`src/rtl/axi_lite_master.sv`:
```
// AXI4-Lite initiator: converts single register commands into AXI4-Lite write or read
// transactions, one outstanding at a time, with a sticky watchdog for stalled responders.
`timescale 1ns/1ps

module axi_lite_master #(
  parameter int C_M_AXI_ADDR_WIDTH = 4,
  parameter int C_M_AXI_DATA_WIDTH = 32,
  parameter int TIMEOUT_CYCLES     = 1024
) (
  input  logic                            m_axi_aclk,
  input  logic                            m_axi_aresetn,

  input  logic                            cmd_valid,
  output logic                            cmd_ready,
  input  logic                            cmd_write,
  input  logic [C_M_AXI_ADDR_WIDTH-1:0]   cmd_addr,
  input  logic [C_M_AXI_DATA_WIDTH-1:0]   cmd_wdata,
  input  logic [C_M_AXI_DATA_WIDTH/8-1:0] cmd_wstrb,

  output logic                            rsp_valid,
  input  logic                            rsp_ready,
  output logic                            rsp_write,
  output logic [C_M_AXI_DATA_WIDTH-1:0]   rsp_rdata,
  output logic [1:0]                      rsp_resp,
  output logic                            timeout,

  output logic [C_M_AXI_ADDR_WIDTH-1:0]   m_axi_awaddr,
  output logic [2:0]                      m_axi_awprot,
  output logic                            m_axi_awvalid,
  input  logic                            m_axi_awready,
  output logic [C_M_AXI_DATA_WIDTH-1:0]   m_axi_wdata,
  output logic [C_M_AXI_DATA_WIDTH/8-1:0] m_axi_wstrb,
  output logic                            m_axi_wvalid,
  input  logic                            m_axi_wready,
  input  logic [1:0]                      m_axi_bresp,
  input  logic                            m_axi_bvalid,
  output logic                            m_axi_bready,
  output logic [C_M_AXI_ADDR_WIDTH-1:0]   m_axi_araddr,
  output logic [2:0]                      m_axi_arprot,
  output logic                            m_axi_arvalid,
  input  logic                            m_axi_arready,
  input  logic [C_M_AXI_DATA_WIDTH-1:0]   m_axi_rdata,
  input  logic [1:0]                      m_axi_rresp,
  input  logic                            m_axi_rvalid,
  output logic                            m_axi_rready
);

  localparam int STRB_W = C_M_AXI_DATA_WIDTH / 8;
  localparam int WD_W   = (TIMEOUT_CYCLES > 0) ? $clog2(TIMEOUT_CYCLES + 1) : 1;
  localparam logic [WD_W-1:0] WD_LIMIT = WD_W'(TIMEOUT_CYCLES);

  typedef enum logic [2:0] {
    IDLE,
    WR_REQ,
    WR_RESP,
    RD_REQ,
    RD_DATA,
    RSP
  } state_t;

  state_t          state;
  logic [WD_W-1:0] wd_cnt;
  logic            aw_fire;
  logic            w_fire;
  logic            ar_fire;
  logic            in_wait;

  assign m_axi_awprot = 3'b000;
  assign m_axi_arprot = 3'b000;

  assign aw_fire = m_axi_awvalid && m_axi_awready;
  assign w_fire  = m_axi_wvalid && m_axi_wready;
  assign ar_fire = m_axi_arvalid && m_axi_arready;
  assign in_wait = (state == WR_REQ) || (state == WR_RESP) ||
                   (state == RD_REQ) || (state == RD_DATA);

  // AW and W retire independently; a channel whose valid is already low has completed.
  always_ff @(posedge m_axi_aclk or negedge m_axi_aresetn) begin
    if (!m_axi_aresetn) begin
      state         <= IDLE;
      cmd_ready     <= 1'b1;
      m_axi_awaddr  <= '0;
      m_axi_awvalid <= 1'b0;
      m_axi_wdata   <= '0;
      m_axi_wstrb   <= '0;
      m_axi_wvalid  <= 1'b0;
      m_axi_bready  <= 1'b0;
      m_axi_araddr  <= '0;
      m_axi_arvalid <= 1'b0;
      m_axi_rready  <= 1'b0;
      rsp_valid     <= 1'b0;
      rsp_write     <= 1'b0;
      rsp_rdata     <= '0;
      rsp_resp      <= 2'b00;
      wd_cnt        <= '0;
      timeout       <= 1'b0;
    end else begin
      unique case (state)
        IDLE: begin
          if (cmd_valid && cmd_ready) begin
            cmd_ready <= 1'b0;
            wd_cnt    <= '0;
            if (cmd_write) begin
              m_axi_awaddr  <= cmd_addr;
              m_axi_wdata   <= cmd_wdata;
              m_axi_wstrb   <= cmd_wstrb[STRB_W-1:0];
              m_axi_awvalid <= 1'b1;
              m_axi_wvalid  <= 1'b1;
              state         <= WR_REQ;
            end else begin
              m_axi_araddr  <= cmd_addr;
              m_axi_arvalid <= 1'b1;
              state         <= RD_REQ;
            end
          end
        end

        WR_REQ: begin
          if (aw_fire) m_axi_awvalid <= 1'b0;
          if (w_fire)  m_axi_wvalid  <= 1'b0;
          if ((!m_axi_awvalid || aw_fire) && (!m_axi_wvalid || w_fire)) begin
            m_axi_bready <= 1'b1;
            state        <= WR_RESP;
          end
        end

        WR_RESP: begin
          if (m_axi_bvalid && m_axi_bready) begin
            m_axi_bready <= 1'b0;
            rsp_resp     <= m_axi_bresp;
            rsp_rdata    <= '0;
            rsp_write    <= 1'b1;
            rsp_valid    <= 1'b1;
            state        <= RSP;
          end
        end

        RD_REQ: begin
          if (ar_fire) begin
            m_axi_arvalid <= 1'b0;
            m_axi_rready  <= 1'b1;
            state         <= RD_DATA;
          end
        end

        RD_DATA: begin
          if (m_axi_rvalid && m_axi_rready) begin
            m_axi_rready <= 1'b0;
            rsp_rdata    <= m_axi_rdata;
            rsp_resp     <= m_axi_rresp;
            rsp_write    <= 1'b0;
            rsp_valid    <= 1'b1;
            state        <= RSP;
          end
        end

        RSP: begin
          if (rsp_ready) begin
            rsp_valid <= 1'b0;
            cmd_ready <= 1'b1;
            state     <= IDLE;
          end
        end

        default: begin
          m_axi_awvalid <= 1'b0;
          m_axi_wvalid  <= 1'b0;
          m_axi_bready  <= 1'b0;
          m_axi_arvalid <= 1'b0;
          m_axi_rready  <= 1'b0;
          rsp_valid     <= 1'b0;
          cmd_ready     <= 1'b1;
          state         <= IDLE;
        end
      endcase

      // Watchdog only flags the stall; the transaction keeps waiting for the responder.
      if ((TIMEOUT_CYCLES != 0) && in_wait && (wd_cnt != WD_LIMIT)) begin
        wd_cnt <= wd_cnt + 1'b1;
        if (wd_cnt == WD_LIMIT - 1'b1) timeout <= 1'b1;
      end
    end
  end

endmodule
```
`config.mk`:
```
export PLATFORM = sky130hd
export DESIGN_NAME = axi_lite_master
export DESIGN_NICKNAME = d
export VERILOG_FILES = /design/src/rtl/axi_lite_master.sv
export SDC_FILE = /design/constraint.sdc
export NUM_CORES = 1
export LEC_CHECK = 0
export CORE_MARGIN = 2
export CORE_UTILIZATION = 30
export DETAILED_ROUTE_END_ITERATION = 16
export GPL_TIMING_DRIVEN = 0
export PLACE_DENSITY = 0.69
export SYNTH_ARGS = -nofsm -noshare
export SYNTH_HDL_FRONTEND = slang
export SYNTH_SLANG_ARGS = --single-unit
```
`constraint.sdc`:
```
create_clock -name m_axi_aclk -period 1.9 [get_ports m_axi_aclk]
set_clock_uncertainty 0.05 [all_clocks]
set_input_delay 0.285 -clock m_axi_aclk [delete_from_list [all_inputs] [get_ports m_axi_aclk]]
set_output_delay 0.285 -clock m_axi_aclk [all_outputs]
set_load 0.03 [all_outputs]
```
==> results of run 1 <==
worst paths after layout:
check	start	endpoint	slack, ns	depth (start not counted)
min in group asynchronous	m_axi_aresetn	m_axi_arvalid	0.47	2
max in group asynchronous	m_axi_aresetn	rsp_rdata[26]	0.66	3
worst min-delay path	timeout	timeout	0.43	1
worst max register to register	wd_cnt[0]	wd_cnt[6]	-0.04	7
worst min register to register	timeout	timeout	0.43	1
worst max-delay path	wd_cnt[0]	wd_cnt[6]	-0.04	7
worst max-delay path: cells and delay by family, from the launching register on:
| kind | cells | cell delay [ns] |
|---|---|---|
| simple gates | 2 | 0.61 |
| fa+ha+maj | 1 | 0.15 |
| flops | 1 | 0.39 |
| buf+inv | 2 | 0.20 |
| compound gates | 2 | 0.46 |
sequential cells by signal, indices dropped and copies added (netlist names), 2 cells and up:
name / flops
m_axi_wdata: 32
rsp_rdata: 32
wd_cnt: 11
m_axi_araddr: 4
m_axi_awaddr: 4
m_axi_wstrb: 4
state: 3
rsp_resp: 2
stage by stage:
stage / hold WS (ns) / cell area [um2] / power (mW)
2_1_floorplan: -0.0606 / 4330 / 7.16
3_3_place_gp: 0.419 / 6280 / 9.48
3_5_place_dp: 0.321 / 6300 / 9.63
4_1_cts: 0.432 / 6750 / 11.9
5_1_grt: 0.460 / 6890 / 12.8
6_report: 0.427 / 6890 / 12.0
power groups by stage:
stage          logic [mW]  registers [mW]  clock network [mW]
5_1_grt              6.74            3.90                2.11
3_3_place_gp         5.73            3.75                   0
2_1_floorplan        1.79            5.37                   0
4_1_cts              6.11            3.77                2.00
3_5_place_dp         5.85            3.79                   0
6_report             6.32            3.78                1.93
cells in the mapped netlist (3+ instances only):
master / count
mux2_2: 5
buf_2: 7
a21oi_1: 10
ha_1: 4
mux2_1: 41
buf_6: 5
inv_1: 7
o21ai_0: 7
dfrtp_1: 100
mux2i_1: 8
nand2_1: 19
nand3_1: 7
or3_1: 3
a22o_1: 34
nor2_1: 9
buf_4: 6
nand4_1: 3
clkbuf_1: 5
layer usage:
| metal | vias up | part of all wire |
|---|---|---|
| li1 | 1619 | - |
| met1 | 1671 | 0.41 |
| met2 | 159 | 0.48 |
| met3 | 15 | 0.091 |
| met4 | 0 | 0.017 |
| met5 | - | 0 |
kinds of logic (layout without fill, tap and decap cells):
| family | after synthesis | after routing | share of synthesized area |
|---|---|---|---|
| adders and majority gates | 4 | 4 | 0.0116 |
| muxes | 54 | 54 | 0.139 |
| other | 1 | 6 | 0.000869 |
| buffers and inverters | 30 | 236 | 0.0421 |
| AOI/OAI and AO/OA | 75 | 75 | 0.138 |
| xor gates and xnor gates | 2 | 2 | 0.00406 |
| and+or+nand+nor | 62 | 62 | 0.0789 |
| DFF | 101 | 101 | 0.586 |
final cells by class:
class                      instances  area, um2  area share
inverter                           7       33.8     0.00491
timing repair buffer             193       1910       0.277
clock inverter                     4       73.8      0.0107
tap                              180        225      0.0327
sequential                       101       2530       0.367
clock buffer                      11        233      0.0338
buffer                            21        163      0.0236
multi-input combinational        203       1720       0.250
repair_timing:
action,in CTS,in global routing
resized for setup,16,19
pin swaps,6,7
endpoints found under the hold margin,50,0
buffers inserted,11,8
endpoints found under the setup margin,87,85
hold buffers,1,0
==> parameters.txt, run 1 <==
Parameter                              Value

Layout
  # fillers    between 1000 and 1500
  Layout cells sized above 1    0.157
  Commonest non-fill, non-tap cells in the layout    168 x clkdlybuf4s50_1, 99 x dfrtp_1, 40 x mux2_1
  Final net count    ~630
  Post-route core utilization    0.492
  Relative area change from synthesis to final layout    59.7%
  Post-Layout Cell Count    720
  Antenna Cells    0
  Leading cell type in the layout, fill and taps excluded    clkdlybuf4s50_1

Global route
  Pin count of the biggest net entering global routing    53
  Met2 Usage GRT    0.243
  Global-route congestion overflow total    0
  Wire length of the first global-routing pass    between 15 and 20 mm
  Number of antenna violations at the first check in global routing    0
  Vias in the first global route    around 3600
  Met1 Resource Use GR    0.178
  Routing layer with the top usage in global route    met2
  Global Route Usage Sum    0.147
  Met3 demand-to-capacity share in global routing    0.0453

STA
  Setup repair after global routing missed its margin    yes
  Slew of the pin with the lowest slew margin    ~0.67 ns
  Period Utilization, post-route    1.02
  Final Hold Violating Endpoints    0
  Fin worst setup slack    -0.0362 ns
  Setup total negative slack    -0.0621 ns
  Pins Over Slew Limit    0
  Final worst path period need    ~1.9 ns
  Fmax achieved    ~520 MHz
  Final-report setup violation count    2
  Relative max-transition margin    0.552

Worst setup path
  Worst Path Arrival    between 2 and 2.5 ns
  Cells along the critical path    inv_2 > ha_4 > nor4bb_4 > a311o_1 > buf_6 > or4_4 > o211ai_1
  Worst setup path class    register to register
  Critical path required time    about 2.1 ns
  Largest stage delay on the critical path    0.46 ns
  CP Max Fanout    4
  Setup crit end kind    register
  Cell with the largest stage delay on the worst path    or4_4
  Startpoint Class    register

Placed design
  Final weighted congestion in routability-driven placement    0.810
  HPWL after DPL    roughly 8.4 mm
  Number of buffer cells added on primary ports    roughly 170
  Placement Setup Slack    -0.350 ns
  Total instance count after detailed placement    687

Synth
  Async set-or-reset flop fraction in the synthesized netlist    1.00
  Cell type contributing the most total cell area after synthesis    dfrtp_1
  Number of warnings reported in the yosys synthesis log    0
  Post-synth design cell area    about 4300 um2
  Most used flip-flop cell after synthesis    dfrtp_1
  Number of enable-type register cells in the synthesized netlist    0
  Synth cell types    59
  Sequential fraction of the synthesis area    0.586
  Number of synthesized register bits    just over 100
  Top cells by area, synth    dfrtp_1 58%, mux2_1 11%, a22o_1 6.9%, mux2i_1 1.9%, nand2_1 1.7%
  Post-Syn Area per Cell    ~13 um2
  Gate count after technology mapping    around 330
  Synth top area share    0.580

Hold path
  Min-delay worst type    register to register

Clocking
  Sink Count    slightly above 100
  Clock Tree Root    clkbuf_16
  Clk buf depth    2
  Clock latency on the worst-skew pair    ~0.35 ns
  CTS tree    done
  H-tree level count    3
  Number of buffers created by CTS    9
  Clock transition at path regs    ~0.070 ns

Floorplanning
  DIE AREA    15400 um2
  Core region area    14000 um2
  I/O pin cnt    between 150 and 200
  Initial standard-cell utilization of the core    0.308
  Width of the die    around 120 um
  Height of the die    roughly 120 um
  Number of cell rows    43

Status
  Violated checks    negative setup slack
  Result of the run    complete, but fails checks

Detailed routing
  DRC violations left    0
  Total wire length after detailed routing    roughly 11 mm
  Total via count in the routed design    approximately 3500
  Wire length per cell    15.9 um
  Final antenna-violating net count    0
  Average via count per standard cell    between 4 and 5
  Number of detailed-route iterations in the first pass    4
  Count of routing violations after the opening detailed-route iteration    about 130

Job
  Maximum Capacitance Violations    0

Power and ir drop
  Clock group share of total power    0.161
  Reg power frac    0.314
  Internal    7.23 mW
  Reported net switching power    between 4 and 5 mW
  Power Dens Cells    between 1500 and 2000 nW/um2
  Peak ir drop on the vdd network    between 0.0007 and 0.0008 V
  Part of the total power dissipated in combinational logic    0.525
  Static leakage    between 3 and 4 nW
  Fraction of power spent switching nets    0.399
Power figures use the tool's default switching activity.
==> inputs of run 2 (changes only) <==
--- a/config.mk
+++ b/config.mk
@@ -5,11 +5,14 @@
 export SDC_FILE = /design/constraint.sdc
 export NUM_CORES = 1
 export LEC_CHECK = 0
+export ABC_CLOCK_PERIOD_IN_PS = 1900
 export CORE_MARGIN = 2
 export CORE_UTILIZATION = 30
 export DETAILED_ROUTE_END_ITERATION = 16
+export DONT_BUFFER_PORTS = 1
+export GPL_ROUTABILITY_DRIVEN = 0
 export GPL_TIMING_DRIVEN = 0
-export PLACE_DENSITY = 0.69
+export PLACE_DENSITY = 0.52
 export SYNTH_ARGS = -nofsm -noshare
 export SYNTH_HDL_FRONTEND = slang
 export SYNTH_SLANG_ARGS = --single-unit
==> parameters.txt, run 2 (same netlist as run 1, synthesis figures left out) <==
Parameter                              Value

Status
  Result of the run    complete, but fails checks
  Violated checks    negative hold slack

STA
  Final-report setup violation count    0 (-2)
  Final Hold Slack    -0.425 ns (-0.851 ns)
  Period Utilization, post-route    0.995 (-0.0243)
  Fmax achieved    529 MHz (+2.4%)
  Setup total negative slack    0 ns (+0.0621 ns)
  Pins Over Slew Limit    0 (unchanged)
  Final worst path period need    1.89 ns (-0.0462 ns)
  Setup repair after global routing missed its margin    yes
  Final Hold Violating Endpoints    101 (+101)
  Fin worst setup slack    0.0100 ns (+0.0462 ns)

Worst setup path
  Worst setup path class    register to register
  Worst Path Arrival    2.10 ns (-0.06 ns)
  CP Max Fanout    5 (+1)
  Depth of the worst register-to-register path    6 (-1)
  Setup crit end kind    register
  Startpoint Class    register
  Critical path required time    2.11 ns (about the same)

Global route
  Global Route Usage Sum    0.133 (-0.0139)
  Global-route congestion overflow total    0 (unchanged)
  Pin count of the biggest net entering global routing    102 (+92%)
  Vias in the first global route    2965 (-17%)
  Wire length of the first global-routing pass    15.4 mm (-12%)
  Number of antenna violations at the first check in global routing    0 (unchanged)

Power and ir drop
  Static leakage    2.45 nW (-19%)
  Power Dens Cells    1880 nW/um2 (+7.9%)
  Peak ir drop on the vdd network    0.000644 V (-13%)
  Overall Power    10.2 mW (-15%)

Placed design
  Placement Setup Slack    -0.460 ns (-0.111 ns)
  Area post-placement    4560 um2 (-28%)
  HPWL after DPL    7.13 mm (-15%)
  Number of buffer cells added on primary ports    0 (-100%)
  Total instance count after detailed placement    514 (-25%)

Detailed routing
  Routed wl met2    5.39 mm (-2.0%)
  Total via count in the routed design    2929 (-15%)
  Total wire length after detailed routing    10.4 mm (-8.7%)
  Average via count per standard cell    5.11 (+6.2%)
  Final antenna-violating net count    0 (unchanged)
  Top routing layer in use    met4
  Met3 routed wirelength    771 um (-26%)
  Wire length per cell    18.2 um (+15%)
  DRC violations left    0 (unchanged)
  Number of detailed-route iterations in the first pass    4 (unchanged)
  Count of routing violations after the opening detailed-route iteration    103 (-23%)
  DRT met1 WL    3.99 mm (-15%)

Layout
  Layout cells sized above 1    0.211 (+0.0538)
  Relative area change from synthesis to final layout    25.4%
  Antenna Cells    0 (unchanged)
  Commonest non-fill, non-tap cells in the layout    96 x dfrtp_1, 41 x mux2_1, 34 x a22o_1
  Post-Layout Cell Count    573 (-20%)
  Post-route core utilization    0.387 (-0.106)
  Biggest registers after layout    m_axi_wdata: 32 flops, rsp_rdata: 32 flops, wd_cnt: 11 flops
  Final net count    478 (-24%)
  Leading cell type in the layout, fill and taps excluded    dfrtp_1
  Final standard cell area without fillers    5410 um2 (-21%)

Clocking
  H-tree level count    3 (unchanged)
  CTS tree    done
  Clock transition at path regs    0.07 ns (about the same)
  Sink Count    101 (unchanged)
  CTS Hold Buffers Added    30 (+29)
  Clk buf depth    2 (unchanged)
  Clock latency on the worst-skew pair    0.35 ns (about the same)
  Clock Tree Root    clkbuf_16
  Number of buffers created by CTS    9 (unchanged)

Floorplanning
  Core region area    14000 um2 (unchanged)
  I/O pin cnt    179 (unchanged)
  Number of cell rows    43 (unchanged)
  Height of the die    124 um (unchanged)
  Width of the die    124 um (unchanged)
  DIE AREA    15400 um2 (unchanged)
  Initial standard-cell utilization of the core    0.308 (unchanged)

Hold path
  Min-delay worst type    input port to async pin

Job
  Maximum Capacitance Violations    0 (unchanged)
run 2: per-layer routing:
layer | vias to the layer above | track usage
li1 | 1325 | -
met1 | 1468 | 0.155
met2 | 117 | 0.220
met3 | 19 | 0.0380
met4 | 0 | 0.0751
met5 | - | 0
run 2: final cells by class:
cell class,count,area (um2)
fill,1354,8580
sequential,101,2530
multi-input combinational,203,1720
timing repair buffer,45,413
clock buffer,9,225
tap,180,225
buffer,21,174
clock inverter,7,81.3
inverter,7,33.8
run 2: repair_timing:
action	in CTS	in global routing
hold endpoints to repair	131	101
setup buffers	7	8
gates cloned	0	0
pin swaps	4	4
setup endpoints to repair	87	88
gates resized for setup	12	28
run 2: worst max-delay path, stage by stage (launching register included):
cell,delay [ns]
dfrtp_1,0.38
inv_2,0.05
ha_2,0.15
nor4bb_4,0.15
a311o_1,0.39
or4_1,0.52
o211ai_1,0.10
run 2: power breakdown:
group          switching, mW  internal, mW
Combinational           1.19          1.45
Sequential              2.53          3.11
Clock                  0.864          1.04
run 2: final timing paths:
| check | end | startpoint | slack, ns |
|---|---|---|---|
| max in group asynchronous | cmd_ready | m_axi_aresetn | 1.96 |
| min in group m_axi_aclk | rsp_rdata[18] | m_axi_rdata[18] | 0.02 |
| worst max register to register | wd_cnt[6] | wd_cnt[1] | 0.01 |
| worst min register to register | wd_cnt[10] | wd_cnt[10] | 0.46 |
| worst min-delay path | rsp_rdata[21] | m_axi_aresetn | -0.42 |
| worst max-delay path | wd_cnt[6] | wd_cnt[1] | 0.01 |
==> inputs of run 3 (changes only) <==
--- a/config.mk
+++ b/config.mk
@@ -12,7 +12,6 @@
 export DONT_BUFFER_PORTS = 1
 export GPL_ROUTABILITY_DRIVEN = 0
 export GPL_TIMING_DRIVEN = 0
-export PLACE_DENSITY = 0.52
 export SYNTH_ARGS = -nofsm -noshare
 export SYNTH_HDL_FRONTEND = slang
 export SYNTH_SLANG_ARGS = --single-unit
==> parameters.txt, run 3 (same netlist as run 1, synthesis figures left out) <==
Parameter                              Value

Power and ir drop
  Static leakage    2.37 nW (-3.3%)
  Power Dens Cells    1930 nW/um2 (+2.5%)
  Peak ir drop on the vdd network    0.000570 V (-12%)

Detailed routing
  Wire length per cell    18.6 um (+2.3%)
  Total via count in the routed design    2881 (-1.6%)
  Number of detailed-route iterations in the first pass    4 (unchanged)
  Count of routing violations after the opening detailed-route iteration    94 (-8.7%)
  Total wire length after detailed routing    10.4 mm (-0.77%)
  DRC violations left    0 (unchanged)
  Final antenna-violating net count    0 (unchanged)
  Average via count per standard cell    5.18 (+1.4%)

Layout
  Post-Layout Cell Count    556 (-3.0%)
  Relative area change from synthesis to final layout    20.9%
  Post-route core utilization    0.373 (-0.0139)
  Final net count    461 (-3.6%)
  # fillers    1332 (-1.6%)
  Biggest registers after layout    m_axi_wdata: 32 flops, rsp_rdata: 32 flops, wd_cnt: 11 flops
  Antenna Cells    0 (unchanged)
  Layout cells sized above 1    0.223 (+0.0122)
  Sequential cell area    2530 um2 (about the same)
  Commonest non-fill, non-tap cells in the layout    98 x dfrtp_1, 41 x mux2_1, 34 x a22o_1
  Multi-input combinational cell area    1740 um2 (+1.2%)
  Leading cell type in the layout, fill and taps excluded    dfrtp_1

Floorplanning
  Width of the die    124 um (unchanged)
  Number of cell rows    43 (unchanged)
  Core region area    14000 um2 (unchanged)
  Height of the die    124 um (unchanged)
  I/O pin cnt    179 (unchanged)
  DIE AREA    15400 um2 (unchanged)
  Initial standard-cell utilization of the core    0.308 (unchanged)

Global route
  Vias in the first global route    2847 (-4.0%)
  Pin count of the biggest net entering global routing    102 (unchanged)
  Global-route congestion overflow total    0 (unchanged)
  Number of antenna violations at the first check in global routing    0 (unchanged)
  Global Route Usage Sum    0.131 (-0.00190)
  Wire length of the first global-routing pass    15.2 mm (-1.6%)

STA
  Final Hold Violating Endpoints    101 (unchanged)
  Fin worst setup slack    -0.0159 ns (-0.0259 ns)
  Setup repair after global routing missed its margin    yes
  Setup total negative slack    -0.0159 ns (-0.0159 ns)
  Period Utilization, post-route    1.01 (+0.0136)
  Final-report setup violation count    1 (+1)
  Pins Over Slew Limit    0 (unchanged)
  Final worst path period need    1.92 ns (+0.0259 ns)
  Fmax achieved    522 MHz (-1.4%)
  Final Hold Slack    -0.415 ns (+0.00973 ns)

Placed design
  HPWL after DPL    7.26 mm (+1.8%)
  Number of buffer cells added on primary ports    0 (unchanged)
  Total instance count after detailed placement    514 (unchanged)

Job
  Maximum Capacitance Violations    0 (unchanged)

Clocking
  Clk buf depth    2 (unchanged)
  CTS tree    done
  Clock transition at path regs    0.06 ns (about the same)
  Clock Tree Root    clkbuf_16
  H-tree level count    3 (unchanged)
  Clock latency on the worst-skew pair    0.34 ns (about the same)
  Sink Count    101 (unchanged)
  Number of buffers created by CTS    9 (unchanged)

Worst setup path
  Worst Path Arrival    2.13 ns (+0.03 ns)
  Worst setup path class    register to register
  CP Max Fanout    3 (-2)
  Critical path required time    2.11 ns (about the same)
  Setup crit end kind    register
  Startpoint Class    register

Status
  Result of the run    complete, but fails checks
  Violated checks    negative hold slack, negative setup slack

Hold path
  Min-delay worst type    input port to async pin
run 3: worst paths after layout:
check,slack [ns],start,depth (start not counted),end
max,-0.02,wd_cnt[0],7,wd_cnt[6]
min,-0.42,m_axi_aresetn,0,m_axi_wdata[10]
max reg2reg,-0.02,wd_cnt[0],7,wd_cnt[6]
min reg2reg,0.46,wd_cnt[10],1,wd_cnt[10]
max in group asynchronous,2.03,m_axi_aresetn,0,cmd_ready
min in group m_axi_aclk,0.02,cmd_wdata[30],1,m_axi_wdata[30]
run 3: report_power, final:
group	switching, mW	total [mW]	leakage, nW	internal [mW]
registers	2.53	5.65	1.29	3.11
logic	1.23	2.70	0.947	1.47
clock network	0.766	1.72	0.132	0.959
total	4.53	10.1	2.37	5.54
run 3: per-stage QoR:
step / power (mW) / instance area, um2 / hold WS [ns] / setup WS [ns]
after detailed placement: 7.81 / 4560 / -0.0584 / -0.377
after global placement: 7.69 / 4560 / -0.0585 / -0.278
after floorplan: 7.16 / 4330 / -0.0606 / 0.0320
final: 10.1 / 5220 / -0.415 / -0.0159
after global routing: 10.7 / 5220 / -0.440 / -0.124
after CTS: 9.91 / 5050 / -0.436 / -0.00522
run 3: critical path, stage by stage, from the launching register on:
cell and delay, ns:
dfrtp_1 0.37, inv_1 0.05, ha_2 0.16, nor4bb_4 0.15
a311o_1 0.35, buf_4 0.16, or4_4 0.47, o211ai_1 0.09
run 3: cell type report:
| cell class | count | area share |
|---|---|---|
| buffer | 21 | 0.0317 |
| clock buffer | 13 | 0.0499 |
| clock inverter | 3 | 0.00384 |
| inverter | 7 | 0.00648 |
| multi-input combinational | 203 | 0.334 |
| sequential | 101 | 0.485 |
| tap | 180 | 0.0432 |
| timing repair buffer | 28 | 0.0451 |
run 3: per-layer routing:
layer | vias to the layer above | share of wire | global-route usage
met5 | - | 0 | 0
met1 | 1439 | 0.39 | 0.154
met2 | 135 | 0.49 | 0.212
met3 | 16 | 0.097 | 0.0517
li1 | 1291 | - | -
met4 | 0 | 0.022 | 0.0604
run 3: repair_timing:
action / 4_1_cts / 5_1_grt
pin swaps: 4 / 6
hold buffers: 7 / 3
gates resized for setup: 14 / 24
buffers inserted: 12 / 6
endpoints found under the hold margin: 108 / 104
endpoints found under the setup margin: 87 / 55
